### config.mk
export PLATFORM = sky130hd
export DESIGN_NAME = float_mul_pipe
export DESIGN_NICKNAME = d
export VERILOG_FILES = /design/src/rtl/float_mul_pipe_pkg.sv /design/src/rtl/float_round_norm.sv /design/src/rtl/float_mul_pipe.sv
export SDC_FILE = /design/constraint.sdc
export NUM_CORES = 2
export LEC_CHECK = 0
export ABC_AREA = 1
export CORE_MARGIN = 1.5
export CORE_UTILIZATION = 59
export CTS_BUF_LIST = sky130_fd_sc_hd__clkbuf_4
export DETAILED_ROUTE_END_ITERATION = 8
export GPL_TIMING_DRIVEN = 0
export PLACE_DENSITY = 0.83
export SYNTH_ARGS = -nofsm -noshare
export SYNTH_HDL_FRONTEND = slang
export SYNTH_HIERARCHICAL = 1
export SYNTH_SLANG_ARGS = --single-unit
### constraint.sdc
create_clock -name clk -period 15.6 [get_ports clk]
set_clock_uncertainty 0.05 [all_clocks]
set_input_delay 2.34 -clock clk [delete_from_list [all_inputs] [get_ports clk]]
set_output_delay 2.34 -clock clk [all_outputs]
set_load 0.02 [all_outputs]
### src/rtl/float_mul_pipe_pkg.sv
// Shared definitions for the pipelined floating-point multiplier: result flag
// positions, operand classes and the operand classification helper.
package float_mul_pipe_pkg;

  localparam int FLAG_W       = 4;
  localparam int FLAG_INVALID = 3;
  localparam int FLAG_OVERFLOW  = 2;
  localparam int FLAG_UNDERFLOW = 1;
  localparam int FLAG_INEXACT = 0;

  typedef enum logic [1:0] {
    CLS_ZERO   = 2'd0,
    CLS_NORMAL = 2'd1,
    CLS_INF    = 2'd2,
    CLS_NAN    = 2'd3
  } cls_e;

  // Subnormals (exp == 0) are flushed, so they classify as zero.
  function automatic cls_e classify(input logic exp_zero, input logic exp_ones,
                                    input logic man_zero);
    if (exp_zero)
      return CLS_ZERO;
    if (!exp_ones)
      return CLS_NORMAL;
    return man_zero ? CLS_INF : CLS_NAN;
  endfunction

endpackage

### src/rtl/float_round_norm.sv
// Combinational back end of a float datapath: normalise a raw mantissa product,
// round to nearest-even, select special/exception results and pack.
module float_round_norm
  import float_mul_pipe_pkg::*;
#(
  parameter int EXP_WIDTH = 8,
  parameter int MAN_WIDTH = 23
) (
  input  logic                           sign_i,
  input  logic [1:0]                     cls_l_i,
  input  logic [1:0]                     cls_r_i,
  input  logic [2*MAN_WIDTH+1:0]         prod_i,
  input  logic signed [EXP_WIDTH+1:0]    exp_i,
  output logic [EXP_WIDTH+MAN_WIDTH:0]   res_o,
  output logic [FLAG_W-1:0]              flags_o
);

  localparam int PW = 2*MAN_WIDTH + 2;
  localparam int EW = EXP_WIDTH + 2;
  localparam logic [EXP_WIDTH-1:0]  EXP_ONES = '1;
  localparam logic [MAN_WIDTH-1:0]  MAN_ONES = '1;
  localparam logic [MAN_WIDTH-1:0]  MAN_ZERO = '0;
  localparam logic [EXP_WIDTH+MAN_WIDTH-1:0] MAG_ZERO = '0;
  localparam logic signed [EW-1:0]  EXP_MAX  = EW'((1 << EXP_WIDTH) - 1);
  localparam logic signed [EW-1:0]  EXP_ZERO = '0;

  cls_e                  cls_l, cls_r;
  logic [PW-1:0]         norm;
  logic [MAN_WIDTH:0]    mant;
  logic                  guard, sticky, round_up;
  logic [MAN_WIDTH+1:0]  mant_r;
  logic [MAN_WIDTH-1:0]  man_out;
  logic signed [EW-1:0]  exp_n, exp_f;
  logic                  any_nan, any_inf, any_zero;

  always_comb begin
    cls_l    = cls_e'(cls_l_i);
    cls_r    = cls_e'(cls_r_i);
    // A product of two [1,2) mantissas lies in [1,4); align so the leading one sits at the top.
    norm     = prod_i[PW-1] ? prod_i : {prod_i[PW-2:0], 1'b0};
    exp_n    = exp_i + {{(EW-1){1'b0}}, prod_i[PW-1]};
    mant     = norm[PW-1:MAN_WIDTH+1];
    guard    = norm[MAN_WIDTH];
    sticky   = |norm[MAN_WIDTH-1:0];
    round_up = guard & (sticky | mant[0]);
    mant_r   = {1'b0, mant} + {{(MAN_WIDTH+1){1'b0}}, round_up};
    man_out  = mant_r[MAN_WIDTH+1] ? mant_r[MAN_WIDTH:1] : mant_r[MAN_WIDTH-1:0];
    exp_f    = exp_n + {{(EW-1){1'b0}}, mant_r[MAN_WIDTH+1]};
    any_nan  = (cls_l == CLS_NAN) || (cls_r == CLS_NAN);
    any_inf  = (cls_l == CLS_INF) || (cls_r == CLS_INF);
    any_zero = (cls_l == CLS_ZERO) || (cls_r == CLS_ZERO);
  end

  always_comb begin
    res_o   = {sign_i, exp_f[EXP_WIDTH-1:0], man_out};
    flags_o = '0;
    if (any_nan || (any_inf && any_zero)) begin
      res_o                 = {1'b0, EXP_ONES, MAN_ONES};
      flags_o[FLAG_INVALID] = 1'b1;
    end else if (any_inf) begin
      res_o = {sign_i, EXP_ONES, MAN_ZERO};
    end else if (any_zero) begin
      res_o = {sign_i, MAG_ZERO};
    end else if (exp_f >= EXP_MAX) begin
      res_o                  = {sign_i, EXP_ONES, MAN_ZERO};
      flags_o[FLAG_OVERFLOW] = 1'b1;
      flags_o[FLAG_INEXACT]  = 1'b1;
    end else if (exp_f <= EXP_ZERO) begin
      res_o                   = {sign_i, MAG_ZERO};
      flags_o[FLAG_UNDERFLOW] = 1'b1;
      flags_o[FLAG_INEXACT]   = 1'b1;
    end else begin
      flags_o[FLAG_INEXACT] = guard | sticky;
    end
  end

endmodule

### src/rtl/float_mul_pipe.sv
// Three-stage floating-point multiplier with valid/ready on both sides and a
// sideband tag; a single advance enable moves or freezes the whole pipeline.
module float_mul_pipe
  import float_mul_pipe_pkg::*;
#(
  parameter int EXP_WIDTH = 8,
  parameter int MAN_WIDTH = 23,
  parameter int BIAS      = (1 << (EXP_WIDTH-1)) - 1,
  parameter int TAG_WIDTH = 4
) (
  input  logic                           clk,
  input  logic                           rst,
  input  logic                           in_valid,
  output logic                           in_ready,
  input  logic [EXP_WIDTH+MAN_WIDTH:0]   in_lhs,
  input  logic [EXP_WIDTH+MAN_WIDTH:0]   in_rhs,
  input  logic [TAG_WIDTH-1:0]           in_tag,
  output logic                           out_valid,
  input  logic                           out_ready,
  output logic [EXP_WIDTH+MAN_WIDTH:0]   out_res,
  output logic [TAG_WIDTH-1:0]           out_tag,
  output logic [FLAG_W-1:0]              out_flags
);

  localparam int W  = EXP_WIDTH + MAN_WIDTH + 1;
  localparam int EW = EXP_WIDTH + 2;
  localparam int PW = 2*MAN_WIDTH + 2;

  logic adv;

  // S1: classified, unpacked operands
  logic                  v1_q, sign1_q;
  logic [TAG_WIDTH-1:0]  tag1_q;
  logic [1:0]            cls_l1_q, cls_r1_q, cls_l_d, cls_r_d;
  logic [MAN_WIDTH:0]    man_l1_q, man_r1_q;
  logic [EXP_WIDTH-1:0]  exp_l1_q, exp_r1_q;

  // S2: raw product and biased exponent sum
  logic                  v2_q, sign2_q;
  logic [TAG_WIDTH-1:0]  tag2_q;
  logic [1:0]            cls_l2_q, cls_r2_q;
  logic [PW-1:0]         prod2_q, prod_d;
  logic signed [EW-1:0]  exp2_q, exp_d;

  // S3: output register
  logic                  out_valid_q;
  logic [W-1:0]          out_res_q, res_d;
  logic [TAG_WIDTH-1:0]  out_tag_q;
  logic [FLAG_W-1:0]     out_flags_q, flags_d;

  assign adv      = !out_valid_q | out_ready;
  assign in_ready = adv;

  always_comb begin
    cls_l_d = classify(in_lhs[W-2:MAN_WIDTH] == '0, &in_lhs[W-2:MAN_WIDTH],
                       in_lhs[MAN_WIDTH-1:0] == '0);
    cls_r_d = classify(in_rhs[W-2:MAN_WIDTH] == '0, &in_rhs[W-2:MAN_WIDTH],
                       in_rhs[MAN_WIDTH-1:0] == '0);
    prod_d  = {{(MAN_WIDTH+1){1'b0}}, man_l1_q} * {{(MAN_WIDTH+1){1'b0}}, man_r1_q};
    exp_d   = $signed({2'b00, exp_l1_q}) + $signed({2'b00, exp_r1_q}) - EW'(BIAS);
  end

  float_round_norm #(
    .EXP_WIDTH (EXP_WIDTH),
    .MAN_WIDTH (MAN_WIDTH)
  ) u_round_norm (
    .sign_i  (sign2_q),
    .cls_l_i (cls_l2_q),
    .cls_r_i (cls_r2_q),
    .prod_i  (prod2_q),
    .exp_i   (exp2_q),
    .res_o   (res_d),
    .flags_o (flags_d)
  );

  always_ff @(posedge clk) begin
    if (rst) begin
      v1_q        <= 1'b0;
      v2_q        <= 1'b0;
      out_valid_q <= 1'b0;
      out_res_q   <= '0;
      out_tag_q   <= '0;
      out_flags_q <= '0;
    end else if (adv) begin
      v1_q        <= in_valid;
      v2_q        <= v1_q;
      out_valid_q <= v2_q;
      out_res_q   <= res_d;
      out_tag_q   <= tag2_q;
      out_flags_q <= flags_d;
    end
  end

  // NOTE: inner stage payloads have no reset; only the valid bits qualify them,
  // so resetting the wide datapath would buy nothing.
  always_ff @(posedge clk) begin
    if (adv) begin
      sign1_q  <= in_lhs[W-1] ^ in_rhs[W-1];
      tag1_q   <= in_tag;
      cls_l1_q <= cls_l_d;
      cls_r1_q <= cls_r_d;
      man_l1_q <= {1'b1, in_lhs[MAN_WIDTH-1:0]};
      man_r1_q <= {1'b1, in_rhs[MAN_WIDTH-1:0]};
      exp_l1_q <= in_lhs[W-2:MAN_WIDTH];
      exp_r1_q <= in_rhs[W-2:MAN_WIDTH];
      sign2_q  <= sign1_q;
      tag2_q   <= tag1_q;
      cls_l2_q <= cls_l1_q;
      cls_r2_q <= cls_r1_q;
      prod2_q  <= prod_d;
      exp2_q   <= exp_d;
    end
  end

  assign out_valid = out_valid_q;
  assign out_res   = out_res_q;
  assign out_tag   = out_tag_q;
  assign out_flags = out_flags_q;

endmodule

==> summary.txt <==
Setup path
  • CP required: 16.13 ns
  • Critical Path Start Type: flip-flop
  • Critical path fanouts, max: 10
  • Crit path kind: flip-flop to flip-flop
  • CP max stage delay: 0.93 ns
  • Buf/Inv on CP: 6
  • Register-to-Register Path Depth: 22
  • Crit-path cells: clkbuf_1, nand2_1, inv_1, fa_1, inv_1, fa_1, inv_1, fa_1, fa_1, fa_1, fa_1, inv_1, fa_1, inv_1, ha_1, nand2_1, nor2_1, nand2_1, nor2_1, nand3_1, nand4_1, nand2_1
  • Slowest-stage cell, CP: clkbuf_1
  • Crit-path most repeated cell: fa_1
  • Setup crit end kind: flip-flop
  • Top delay family on crit path: adder cells
  • Number of cells on the critical path: 22
  • Worst EP arrival: 8.06 ns

Floorplan
  • Initial Util: 59.7%
  • Row count: 80
  • Die Height: 223 um
  • Core box area: 47700 um^2
  • Die ar.: 49600 um^2
  • Top Ports: 114
  • Chip width: 223 um

Global route
  • Vias in the first global route: 24.9k
  • Largest net degree at the start of global routing: 59
  • Initial antenna violation count: 3
  • First-pass GRT wire length: 136000 um
  • All-layer global routing usage: 37.0%
  • Total grt overflow: 0

Detailed routing
  • Antenna-violating nets left: 0
  • Starting DRT DRC Count: 2814
  • DR pass1 iterations: 7
  • Vias per cell: 5.49
  • Wirelength, routed: 87100 um
  • WL/cell: 19.9 um
  • Vias: 24.1k
  • DRC viols: 0

Clock tree
  • CTS clock-pin slew for the worst setup and hold paths: 0.19 ns
  • CTS Buffer Depth: 2
  • H-tree Lvls: 4
  • CTS buffer count: 17
  • CTS tree: done
  • # resized after CTS: 0
  • Clock latency on the worst-skew pair: 0.82 ns
  • Post-CTS setup buffer count: 0
  • CTS Root Cell: clkbuf_4
  • Hold_buf cts: 0
  • Clock tree sinks: 181

Placement
  • Final GP Congestion: 1.05
  • Post-DP HPWL: 70900 um
  • I/O Buffers: 112

Yosys
  • Post-Synthesis Cell Area: 28500 um^2
  • Syn_nets: 4359
  • Distinct cells, synth: 48
  • Seq cells post-synth: 181
  • Main synth FF type: edfxtp_1
  • Synth Instances: 3614
  • Synthesis warning total: 6
  • Ys async rst share: 0%
  • Sequential area share after synthesis: 17.6%
  • Syn_area_per_cell: 7.89 um^2
  • Number of flops mapped to enable cells by yosys: 138

Final layout
  • FILL cells: 4066
  • Area delta synth->final: 8.04%
  • Final #Nets: 4492
  • Fraction of layout instances using a drive strength above 1: 3.46%

STA
  • Unrepaired setup endpoints after global routing: false
  • Hold_ws: 0.369 ns
  • TNS Setup: 0 ns
  • Pins Over Slew Limit: 0
  • Slew HR: 19.9%
  • Final worst path period share: 48.2%
  • Setup Viol. Count Final: 0
  • Final hold violations: 0
  • Tmin final: 7.53 ns
  • Worst Tran Pin Value: 1.19 ns
  • Fmax: 133 MHz

Worst hold path
  • Worst Hold Path Cells: 0
  • Worst Hold Class: flip-flop to flip-flop

Status
  • Outcome: complete, no violations

Flow run
  • Max_cap viols: 0
-- Yosys cell counts (7+ instances only) --
cell | n | share of area, %
o21ai_0 | 19 | 0.33
ha_1 | 190 | 8.3
o21ai_1 | 7 | 0.12
dfxtp_1 | 43 | 3.0
nor4_1 | 18 | 0.40
edfxtp_1 | 138 | 15
clkbuf_1 | 102 | 1.3
nand2_2 | 27 | 0.59
nand3_2 | 14 | 0.49
nor2_2 | 17 | 0.37
o21bai_1 | 16 | 0.42
nor2_1 | 111 | 1.5
buf_2 | 7 | 0.12
nand4_1 | 37 | 0.81
a21oi_1 | 89 | 1.6
xor2_1 | 36 | 1.1
fa_1 | 483 | 34
nand3_1 | 50 | 0.88
nor3_1 | 16 | 0.28
nand2_1 | 1061 | 14
xnor2_1 | 14 | 0.43
inv_1 | 1066 | 14
-- layer usage --
metal	GRT usage [%]	part of all wire, %	vias up
li1	-	-	10700
met1	47.9	37	11600
met2	55.5	43	1426
met3	10.0	13	383
met4	23.0	7.1	2
met5	0	0.013	-
-- sequential cells by signal, summed over array words and instances (netlist names), 4 cells and up --
name and flops:
man_l1_q 23, exp2_q 10, out_tag 4, exp_r1_q 8, out_res 32, exp_l1_q 8
tag1_q 4, tag2_q 4, out_flags 4, prod2_q 48, man_r1_q 23
-- worst reg2reg max path, stage by stage, from the launching register on --
cell	delay (ns)
edfxtp_1	0.81
clkbuf_1	0.94
nand2_1	0.14
inv_1	0.15
fa_1	0.43
inv_1	0.13
fa_1	0.43
inv_1	0.09
fa_1	0.44
fa_1	0.59
fa_1	0.44
fa_1	0.49
inv_1	0.05
fa_1	0.58
inv_1	0.07
ha_1	0.37
nand2_1	0.13
nor2_1	0.25
nand2_1	0.18
nor2_1	0.19
nand3_1	0.20
nand4_1	0.15
nand2_1	0.06
-- path summary, 6_finish.rpt --
kind               start          end  slack, ns
min              sign1_q      sign2_q       0.37
min reg2reg      sign1_q      sign2_q       0.37
max          man_l1_q[9]  prod2_q[46]       8.07
max reg2reg  man_l1_q[9]  prod2_q[46]       8.07
-- layout make-up --
class                      instances  area [um^2]  share of cell area (%)
clock inverter                    15          194                   0.630
antenna                            6         15.0                  0.0488
multi-input combinational       2242        19000                    61.6
timing repair buffer             114         1180                    3.82
clock buffer                      17          128                   0.414
inverter                        1074         4030                    13.1
sequential                       181         5000                    16.3
buffer                           117          497                    1.61
tap                              615          769                    2.50
-- cells by family (layout without fill, tap and decap cells) --
logic type	count (synthesis)	after routing	share of synthesized area, %
fa+ha+maj	673	673	42.3
compound gates	143	143	2.74
flops	181	181	17.6
xor+xnor	51	51	1.59
other cells	0	6	0
buf+inv	1191	1337	15.9
simple gates	1375	1375	20.0
-- through the flow --
step                instance area, um^2  setup WS (ns)  utilization, %  instances
finish                            30800           8.07            64.5       4381
global route                      30800           7.86            64.5       4377
CTS                               30800           8.30            64.5       4375
detailed placement                30500           8.33            63.8       4343
global placement                  30400           3.09            63.7       4341
floorplan                         28500           6.59               -       3614
-- layout by cell type, fill, tap and decap left out, types with 16 or more instances in the layout --
cell and count:
a21oi_1 89, inv_1 1066, clkbuf_4 18, nand3_1 50, clkbuf_1 101, fa_1 483
nor2_1 111, o21bai_1 16, ha_1 190, nand4_1 37, clkdlybuf4s50_1 112, dfxtp_1 43
nor3_1 16, o21ai_0 19, nand2_2 27, nand2_1 1061, nor4_1 17, nor2_2 17
xor2_1 36, edfxtp_1 138
Power is left out: the tool's default activity adds up to more than one toggle a clock period on the data nets, which glitch-free logic cannot reach.
